`src/rtl/zyy_timer_pkg.sv`:
```
// ---------------------------------------------------------------------------
// zyy_timer_pkg
// Shared definitions for the game stopwatch (zyy_game_timer).
//   - state_e          : controller states (idle / running / stopped)
//   - DIG_MAX_9/5      : wrap limits for the BCD digit counters
//   - TICK_HZ_DEFAULT  : counting rate, 100 Hz when ZYY_TIMER_CSEC_EN is
//                        defined (centisecond digits), otherwise 1 Hz
//   - calc_div()       : clock cycles per counting tick
// ---------------------------------------------------------------------------
package zyy_timer_pkg;

    typedef enum logic [1:0] {
        StIdle = 2'd0,
        StRun  = 2'd1,
        StStop = 2'd2
    } state_e;

    localparam logic [3:0] DIG_MAX_9 = 4'd9;
    localparam logic [3:0] DIG_MAX_5 = 4'd5;

`ifdef ZYY_TIMER_CSEC_EN
    localparam int unsigned TICK_HZ_DEFAULT = 100;
`else
    localparam int unsigned TICK_HZ_DEFAULT = 1;
`endif

    // Cycles per tick; the prescaler assumes a result of at least 2.
    function automatic int unsigned calc_div(input int unsigned clk_hz,
                                             input int unsigned tick_hz);
        return clk_hz / tick_hz;
    endfunction

endpackage

```
`src/rtl/zyy_bcd_digit.sv`:
```
// ---------------------------------------------------------------------------
// zyy_bcd_digit
// One BCD digit of the stopwatch chain: counts 0..MAX and wraps to 0.
// Ports:
//   clk    in   system clock
//   rst    in   synchronous reset, active-high
//   clr    in   synchronous clear to 0 (wins over inc)
//   inc    in   advance by one this cycle
//   q      out  current digit value
//   carry  out  inc & (q == MAX): the next digit must advance too
// ---------------------------------------------------------------------------
module zyy_bcd_digit
    import zyy_timer_pkg::*;
#(
    parameter logic [3:0] MAX = DIG_MAX_9
) (
    input  logic       clk,
    input  logic       rst,
    input  logic       clr,
    input  logic       inc,
    output logic [3:0] q,
    output logic       carry
);

    logic [3:0] q_d;
    logic [3:0] q_q;

    always_comb begin
        q_d = q_q;
        if (clr) begin
            q_d = 4'd0;
        end else if (inc) begin
            q_d = (q_q == MAX) ? 4'd0 : q_q + 4'd1;
        end
    end

    always_ff @(posedge clk) begin
        if (rst) begin
            q_q <= 4'd0;
        end else begin
            q_q <= q_d;
        end
    end

    assign q     = q_q;
    assign carry = inc & (q_q == MAX);

endmodule

```
`src/rtl/zyy_game_timer.sv`:
```
// ---------------------------------------------------------------------------
// zyy_game_timer
// Elapsed-game-time stopwatch. Runs from game start until game over and
// presents BCD mm:ss (plus centiseconds when ZYY_TIMER_CSEC_EN is defined)
// to the 7-seg scanner, which only multiplexes digits.
//
// Configuration macro: ZYY_TIMER_CSEC_EN
//   defined   : TICK_HZ defaults to 100, cs_tens/cs_ones count 00-99 and
//               carry into sec_ones; saturation point is 99:59.99
//   undefined : TICK_HZ defaults to 1, cs_* are constant 0, no cs counters
//
// Ports:
//   clk        in   system clock
//   rst        in   synchronous reset, active-high
//   start      in   game-start switch level (asynchronous)
//   over       in   game-over level from the game core (other clock domain)
//   running    out  1 while counting
//   ovf        out  sticky: saturated at the maximum time
//   upd        out  1-clk pulse in the cycle after any digit change/clear
//   min_tens, min_ones, sec_tens, sec_ones, cs_tens, cs_ones  out  BCD digits
// ---------------------------------------------------------------------------
module zyy_game_timer
    import zyy_timer_pkg::*;
#(
    parameter int unsigned CLK_HZ  = 100_000_000,
    parameter int unsigned TICK_HZ = TICK_HZ_DEFAULT
) (
    input  logic       clk,
    input  logic       rst,
    input  logic       start,
    input  logic       over,
    output logic       running,
    output logic       ovf,
    output logic       upd,
    output logic [3:0] min_tens,
    output logic [3:0] min_ones,
    output logic [3:0] sec_tens,
    output logic [3:0] sec_ones,
    output logic [3:0] cs_tens,
    output logic [3:0] cs_ones
);

    localparam int unsigned   DIV        = calc_div(CLK_HZ, TICK_HZ);
    localparam int unsigned   PW         = (DIV > 1) ? $clog2(DIV) : 1;
    localparam logic [PW-1:0] PRESC_LAST = PW'(DIV - 1);

    // Synchronisers; start_q is start_s delayed once for edge detection.
    logic start_meta_d, start_meta_q;
    logic start_s_d, start_s_q;
    logic start_d, start_q;
    logic over_meta_d, over_meta_q;
    logic over_s_d, over_s_q;

    state_e        state_d, state_q;
    logic [PW-1:0] presc_d, presc_q;
    logic          ovf_d, ovf_q;
    logic          upd_d, upd_q;
    logic          running_d, running_q;

    logic start_rise;
    logic tick;
    logic at_max;
    logic digit_clr;
    logic tick_inc;

    // Digit chain carries.
    logic sec_inc;
    logic c_sec_ones;
    logic c_sec_tens;
    logic c_min_ones;
    logic unused_c_min_tens;

    // -----------------------------------------------------------------------
    // Control: synchronisers, prescaler and state machine next-state
    // -----------------------------------------------------------------------
    always_comb begin
        start_meta_d = start;
        start_s_d    = start_meta_q;
        start_d      = start_s_q;
        over_meta_d  = over;
        over_s_d     = over_meta_q;

        start_rise = start_s_q & ~start_q;
        tick       = (state_q == StRun) && (presc_q == PRESC_LAST);

        state_d   = state_q;
        presc_d   = presc_q;
        ovf_d     = ovf_q;
        digit_clr = 1'b0;
        tick_inc  = 1'b0;

        unique case (state_q)
            StIdle: begin
                // A game already over at start does not begin counting.
                if (start_rise && !over_s_q) begin
                    state_d   = StRun;
                    presc_d   = '0;
                    ovf_d     = 1'b0;
                    digit_clr = 1'b1;
                end
            end
            StRun: begin
                presc_d = tick ? '0 : presc_q + 1'b1;
                // Priority: start released > game over > tick.
                if (!start_s_q) begin
                    state_d   = StIdle;
                    digit_clr = 1'b1;
                end else if (over_s_q) begin
                    state_d = StStop;
                end else if (tick) begin
                    if (at_max) begin
                        // Saturate rather than wrap to 00:00.
                        state_d = StStop;
                        ovf_d   = 1'b1;
                    end else begin
                        tick_inc = 1'b1;
                    end
                end
            end
            StStop: begin
                if (!start_s_q) begin
                    state_d   = StIdle;
                    digit_clr = 1'b1;
                end
            end
            default: begin
                state_d   = StIdle;
                digit_clr = 1'b1;
            end
        endcase

        running_d = (state_d == StRun);
        upd_d     = digit_clr | tick_inc;
    end

    always_ff @(posedge clk) begin
        if (rst) begin
            start_meta_q <= 1'b0;
            start_s_q    <= 1'b0;
            start_q      <= 1'b0;
            over_meta_q  <= 1'b0;
            over_s_q     <= 1'b0;
            state_q      <= StIdle;
            presc_q      <= '0;
            ovf_q        <= 1'b0;
            upd_q        <= 1'b0;
            running_q    <= 1'b0;
        end else begin
            start_meta_q <= start_meta_d;
            start_s_q    <= start_s_d;
            start_q      <= start_d;
            over_meta_q  <= over_meta_d;
            over_s_q     <= over_s_d;
            state_q      <= state_d;
            presc_q      <= presc_d;
            ovf_q        <= ovf_d;
            upd_q        <= upd_d;
            running_q    <= running_d;
        end
    end

    assign running = running_q;
    assign ovf     = ovf_q;
    assign upd     = upd_q;

    // -----------------------------------------------------------------------
    // Digit chain: ripple carry, all digits update on the same edge
    // -----------------------------------------------------------------------
`ifdef ZYY_TIMER_CSEC_EN
    logic c_cs_ones;
    logic c_cs_tens;

    zyy_bcd_digit #(.MAX(DIG_MAX_9)) u_cs_ones (
        .clk   (clk),
        .rst   (rst),
        .clr   (digit_clr),
        .inc   (tick_inc),
        .q     (cs_ones),
        .carry (c_cs_ones)
    );

    zyy_bcd_digit #(.MAX(DIG_MAX_9)) u_cs_tens (
        .clk   (clk),
        .rst   (rst),
        .clr   (digit_clr),
        .inc   (c_cs_ones),
        .q     (cs_tens),
        .carry (c_cs_tens)
    );

    assign sec_inc = c_cs_tens;
    assign at_max  = (min_tens == DIG_MAX_9) && (min_ones == DIG_MAX_9) &&
                     (sec_tens == DIG_MAX_5) && (sec_ones == DIG_MAX_9) &&
                     (cs_tens == DIG_MAX_9) && (cs_ones == DIG_MAX_9);
`else
    assign sec_inc = tick_inc;
    assign cs_tens = 4'd0;
    assign cs_ones = 4'd0;
    assign at_max  = (min_tens == DIG_MAX_9) && (min_ones == DIG_MAX_9) &&
                     (sec_tens == DIG_MAX_5) && (sec_ones == DIG_MAX_9);
`endif

    zyy_bcd_digit #(.MAX(DIG_MAX_9)) u_sec_ones (
        .clk   (clk),
        .rst   (rst),
        .clr   (digit_clr),
        .inc   (sec_inc),
        .q     (sec_ones),
        .carry (c_sec_ones)
    );

    zyy_bcd_digit #(.MAX(DIG_MAX_5)) u_sec_tens (
        .clk   (clk),
        .rst   (rst),
        .clr   (digit_clr),
        .inc   (c_sec_ones),
        .q     (sec_tens),
        .carry (c_sec_tens)
    );

    zyy_bcd_digit #(.MAX(DIG_MAX_9)) u_min_ones (
        .clk   (clk),
        .rst   (rst),
        .clr   (digit_clr),
        .inc   (c_sec_tens),
        .q     (min_ones),
        .carry (c_min_ones)
    );

    // Top carry never fires: saturation stops the chain before it would.
    zyy_bcd_digit #(.MAX(DIG_MAX_9)) u_min_tens (
        .clk   (clk),
        .rst   (rst),
        .clr   (digit_clr),
        .inc   (c_min_ones),
        .q     (min_tens),
        .carry (unused_c_min_tens)
    );

endmodule

```
`config.mk`:
```
export PLATFORM = sky130hd
export DESIGN_NAME = zyy_game_timer
export DESIGN_NICKNAME = d
export VERILOG_FILES = /design/src/rtl/zyy_timer_pkg.sv /design/src/rtl/zyy_bcd_digit.sv /design/src/rtl/zyy_game_timer.sv
export SDC_FILE = /design/constraint.sdc
export NUM_CORES = 1
export LEC_CHECK = 0
export CAP_MARGIN = 0
export CORE_UTILIZATION = 40
export DETAILED_ROUTE_END_ITERATION = 10
export PLACE_DENSITY_LB_ADDON = 0.3
export REMOVE_ABC_BUFFERS = 1
export SYNTH_ARGS = -nofsm -noshare
export SYNTH_HDL_FRONTEND = slang
export SYNTH_SLANG_ARGS = --single-unit
```
`constraint.sdc`:
```
create_clock -name clk -period 3.8 [get_ports clk]
set_input_delay 0.76 -clock clk [delete_from_list [all_inputs] [get_ports clk]]
set_output_delay 0.76 -clock clk [all_outputs]
set_load 0.02 [all_outputs]
```
# Word-level counts from Yosys, hierarchy flattened
# Cells that the tools add are included.
[classes]
add_sub_neg = 5
n_eq_ne = 13
n_mux = 28
bitwise_logic = 6
n_reduce_logical = 12
[ops]
columns = ["operator", "n"]
rows = [
  ["$mux W27", 2],
  ["$pmux W27 S2", 1],
  ["$add A27 B1 Y27 const B", 1],
  ["$eq A27 B27 Y1 const B", 1],
  ["$add A4 B1 Y4 const B", 4],
  ["$mux W4", 4],
  ["$eq A4 B4 Y1 const B", 3],
  ["$mux W1", 12],
  ["$mux W2", 6],
  ["$ne A2 B2 Y1 const B", 5],
  ["$pmux W2 S3", 1],
  ["$reduce_and A6 Y1", 1],
  ["$logic_and A1 B1 Y1", 5],
  ["$and A1 B1 Y1", 4],
  ["$eq A2 B1 Y1 const B", 2],
  ["$eq A4 B3 Y1 const B", 1],
  ["$pmux W1 S2", 2],
  ["$reduce_or A2 Y1", 2],
  ["$eq A2 B2 Y1 const B", 1],
  ["$logic_not A2 Y1", 1],
  ["$reduce_and A2 Y1", 1],
  ["$reduce_bool A2 Y1", 1],
  ["$logic_not A1 Y1", 1],
  ["$not A1 Y1", 1],
  ["$or A1 B1 Y1", 1],
]
[totals]
reg_bits = 53
inputBits = 4
out_inout_bits = 27
word_cells = 78

# Longest topological paths before layout
[logic_depth]
word_depth = 12
depth_mapped = 9
mapped_depth_nobuf = 7

# Cells and area by module
# A second synthesis with hierarchy kept.
[hier_totals]
cells_unflattened = 305
area_unflattened_um2 = 2691.3
[by_module_without_submodules]
columns = ["module", "n_inst", "cells_each", "area_each_um2", "seq_area_each_um2"]
rows = [
  ["zyy_game_timer", 1, 226, 1938.1, 740.7],
  ["zyy_bcd_digit (u_min_ones ...)", 3, 20, 188.9, 80.1],
  ["zyy_bcd_digit (u_sec_tens)", 1, 19, 186.4, 80.1],
]

# Worst setup path after synthesis
# Ideal clock, no wire load.
[synth_path]
kind = "register to register"
start = "register presc_q[9]"
end = "register u_min_ones.q_q[1], in the netlist u_min_ones.q[1]"
setup_time_ns = 0.071
arrival_ns = 2.555
t_required_ns = 3.729
path_slack_ns = 1.175
stages_incl_launch_ff = 8
path_buffers = 2
synth_period_minus_slack_ns = 2.625
cell_sequence = "dfxtp_1 > or4_1 > or4_1 > buf_2 > or3_1 > buf_2 > or4_1 > a21oi_1"
[synth_via]
elab_chain_cells = 8
[synth_rtl]
columns = ["item", "line_no", "source"]
rows = [
  ["from (decl)", "zyy_game_timer.sv:55", "logic [PW-1:0] presc_d, presc_q;"],
  ["from (signal assigned)", "zyy_game_timer.sv:155", "presc_q <= presc_d;"],
  ["$eq A27 B27 Y1", "zyy_game_timer.sv:84", "tick = (state_q == StRun) && (presc_q == PRESC_LAST);"],
  ["$logic_and A1 B1 Y1", "zyy_game_timer.sv:84", ""],
  ["$mux W1", "zyy_game_timer.sv:110", "end else if (tick) begin"],
  ["$mux W1", "zyy_game_timer.sv:108", "end else if (over_s_q) begin"],
  ["$mux W1", "zyy_game_timer.sv:105", "if (!start_s_q) begin"],
  ["$mux W1", "zyy_game_timer.sv:92", "unique case (state_q)"],
  ["$and A1 B1 Y1 (2 in a row)", "zyy_bcd_digit.sv:46", "assign carry = inc & (q_q == MAX);"],
  ["to (signal assigned)", "zyy_bcd_digit.sv:41", "q_q <= q_d;"],
  ["to (decl)", "zyy_bcd_digit.sv:26", "logic [3:0] q_q;"],
]
# Every way passes these cells.
# A chain may end at the register's enable or synchronous reset.

# Worst setup path after layout
# Same ends and word-level chain as after synthesis.

==> flow_summary.json <==
{
  "status": "finished clean",
  "clock-sinks": 53,
  "synth_ff_type": "dfxtp_1",
  "layout_commonest_cell": "dfxtp_1",
  "avgSynthCellArea_um2": 8.41,
  "grt_first_pass_wirelength_um": 9470,
  "setup_viol": 0,
  "fmax_mhz": 351,
  "n_fill_cell": 610,
  "critPathLaunchType": "register",
  "synth-edff-count": 0,
  "finalNetCount": 346,
  "syn_inst": 314,
  "core_area_um2": 6350,
  "synth_cell_types": 47,
  "rrSetupSlack_ns": 0.95,
  "ys_seq_area_share_pct": 40.2,
  "grt_overflow": 0,
  "fin_crit_ns": 2.85,
  "dp_slack_ns": 1.01,
  "post_cts_buffers": 0,
  "most-common-layout-cells": "dfxtp_1, nor2_1, nand2_1",
  "antennaDiodeCount": 0,
  "tns_ns": 0,
  "start_util_pct": 41.6,
  "vias": 2232,
  "grt_antenna_before_repair": 0,
  "numPortBuffers": 22,
  "htree_levels": 2,
  "die_x_um": 83.2,
  "post-dp-hpwl_um": 3970,
  "crit_fanout": 9,
  "cts-resized-gates": 0,
  "wl_per_cell_um": 13.2,
  "clock-root-buffer": "clkbuf_8",
  "grt_max_degree": 25,
  "fin_crit_sh_pct": 74.9,
  "drive_gt1_share_pct": 4.73,
  "p_leak_nw": 1.03,
  "r2r_cells": 5,
  "rsz0062_at_grt": "no",
  "num_io_pins": 31,
  "die_y_um": 83.2,
  "vdd_drop_max_v": 0.000212,
  "setup_slack_ns": 0.953,
  "drc": 0,
  "drt_iter0_markers": 102,
  "cts_buffers": 5,
  "fin_skew_ns": 0.0120,
  "multi_input_area_um2": 1480,
  "final_max_slew_viol_count": 0,
  "synth_area_um2": 2640,
  "worstSetupPathType": "register to register",
  "clockBufferDepth": 2,
  "min_path_type": "register to register",
  "hold_buffers": 0,
  "tritoncts": "built",
  "grtUsageTotal_pct": 16.5,
  "hold_depth": 1,
  "seq_area_um2": 1060,
  "wl_um": 5470,
  "maxCapViolations": 0,
  "async_flop_share_pct": 0,
  "ys_ff_latch": 53,
  "max_slew_margin_pct": 49.0,
  "cp_data_required_time_ns": 4.01,
  "cp.arrival_ns": 3.05,
  "hold_viol_final": 0,
  "viasPerCell": 5.38,
  "worstSkewPairLatency_ns": 0.30,
  "core.rowCount": 29,
  "worstMarginPinSlew_ns": 0.765,
  "dieArea_um2": 6930,
  "syn2layout_area_growth_pct": 15.4,
  "synth_warnings": 0,
  "grt_pass1_vias": 2052,
  "gp_congestion": 0.806,
  "pwr_density_cell_nw_per_um2": 345,
  "antenna_left": 0,
  "utilization_pct": 48.0,
  "clk_pin_slew_ns": 0.10,
  "drtPass1Iterations": 4,
  "cp-end-kind": "register"
}
-- power by group --
group          switching, mW  internal (mW)  leakage (nW)
clock network          0.182          0.262        0.0681
registers            0.00263          0.559         0.428
logic                 0.0312         0.0137         0.532
-- kinds of logic after synthesis --
group                    Yosys count  synth area share (%)
buffers and inverters             25                  4.79
XOR/XNOR                          27                  8.96
multiplexers                       5                  1.94
flip-flops                        53                  40.2
AO/OA/AOI/OAI                     43                  9.67
other                              1                 0.142
AND/OR/NAND/NOR                  155                  31.9
adder cells (fa/ha/maj)            5                  2.37
-- synth_stat cells (all sizes together), types with 3 or more instances --
cell type / instances / share of area [%]
or3: 7 / 1.7
buf: 12 / 2.9
nor4: 4 / 0.95
a21oi: 16 / 3.0
nor2b: 7 / 1.7
o21ai: 12 / 2.3
dfxtp: 53 / 40
and3: 3 / 0.71
mux2i: 4 / 1.5
a211oi: 3 / 0.85
or2: 4 / 0.95
xnor2: 8 / 2.7
xor2: 19 / 6.3
nand2: 23 / 3.3
nor3: 5 / 0.95
ha: 5 / 2.4
inv: 9 / 1.3
or4: 5 / 1.4
nand4: 14 / 3.3
clkbuf: 4 / 0.57
nor2: 41 / 5.8
nor4bb: 4 / 1.5
nand3: 20 / 3.8
-- routing by layer --
layer | vias to the layer above | wire length [um] | share of wire, % | global-route usage, %
met1 | 1051 | 2750 | 50 | 21.5
met2 | 43 | 2490 | 45 | 27.9
met3 | 2 | 203 | 3.7 | 3.08
met5 | - | 0 | 0 | 0
li1 | 1136 | - | - | -
met4 | 0 | 36 | 0.66 | 4.23
-- layout make-up --
cell class | instances | area share [%]
inverter | 9 | 1.11
sequential | 53 | 34.8
tap | 77 | 3.16
multi-input combinational | 243 | 48.5
clock inverter | 3 | 2.14
clock buffer | 5 | 2.26
timing repair buffer | 25 | 7.97
-- through the flow --
stage	total power, mW	cell area, um2	hold slack [ns]	instances
after floorplan	0.604	2570	0.414	305
after global placement	0.620	2910	0.417	407
after detailed placement	0.620	2910	0.420	407
after CTS	1.06	3050	0.443	415
after global routing	1.09	3050	0.455	415
final	1.05	3050	0.440	415
-- worst max-delay path: stages, from the launching register on --
cell and delay (ns):
dfxtp_1 0.36, or4_1 0.54, or4_1 0.68, or3_1 0.51, or4_1 0.50, a21oi_1 0.16
-- flip-flops by register name, summed over array words and instances, names as in the netlist --
name,count
start_d,1
over_s_q,1
start_meta_q,1
running,1
over_meta_q,1
u_sec_ones.q,4
u_min_ones.q,4
u_min_tens.q,4
presc_q,27
u_sec_tens.q,4
upd,1
start_q,1
ovf,1
state_q,2
-- worst paths after layout --
check	from	end
max	presc_q[9]$_SDFFE_PP0P_	u_min_ones.q[1]$_SDFFE_PP0P_
min	start_meta_q$_SDFF_PP0_	start_d$_SDFF_PP0_
max reg2reg	presc_q[9]$_SDFFE_PP0P_	u_min_ones.q[1]$_SDFFE_PP0P_
min reg2reg	start_meta_q$_SDFF_PP0_	start_d$_SDFF_PP0_
Power figures use the tool's default switching activity.
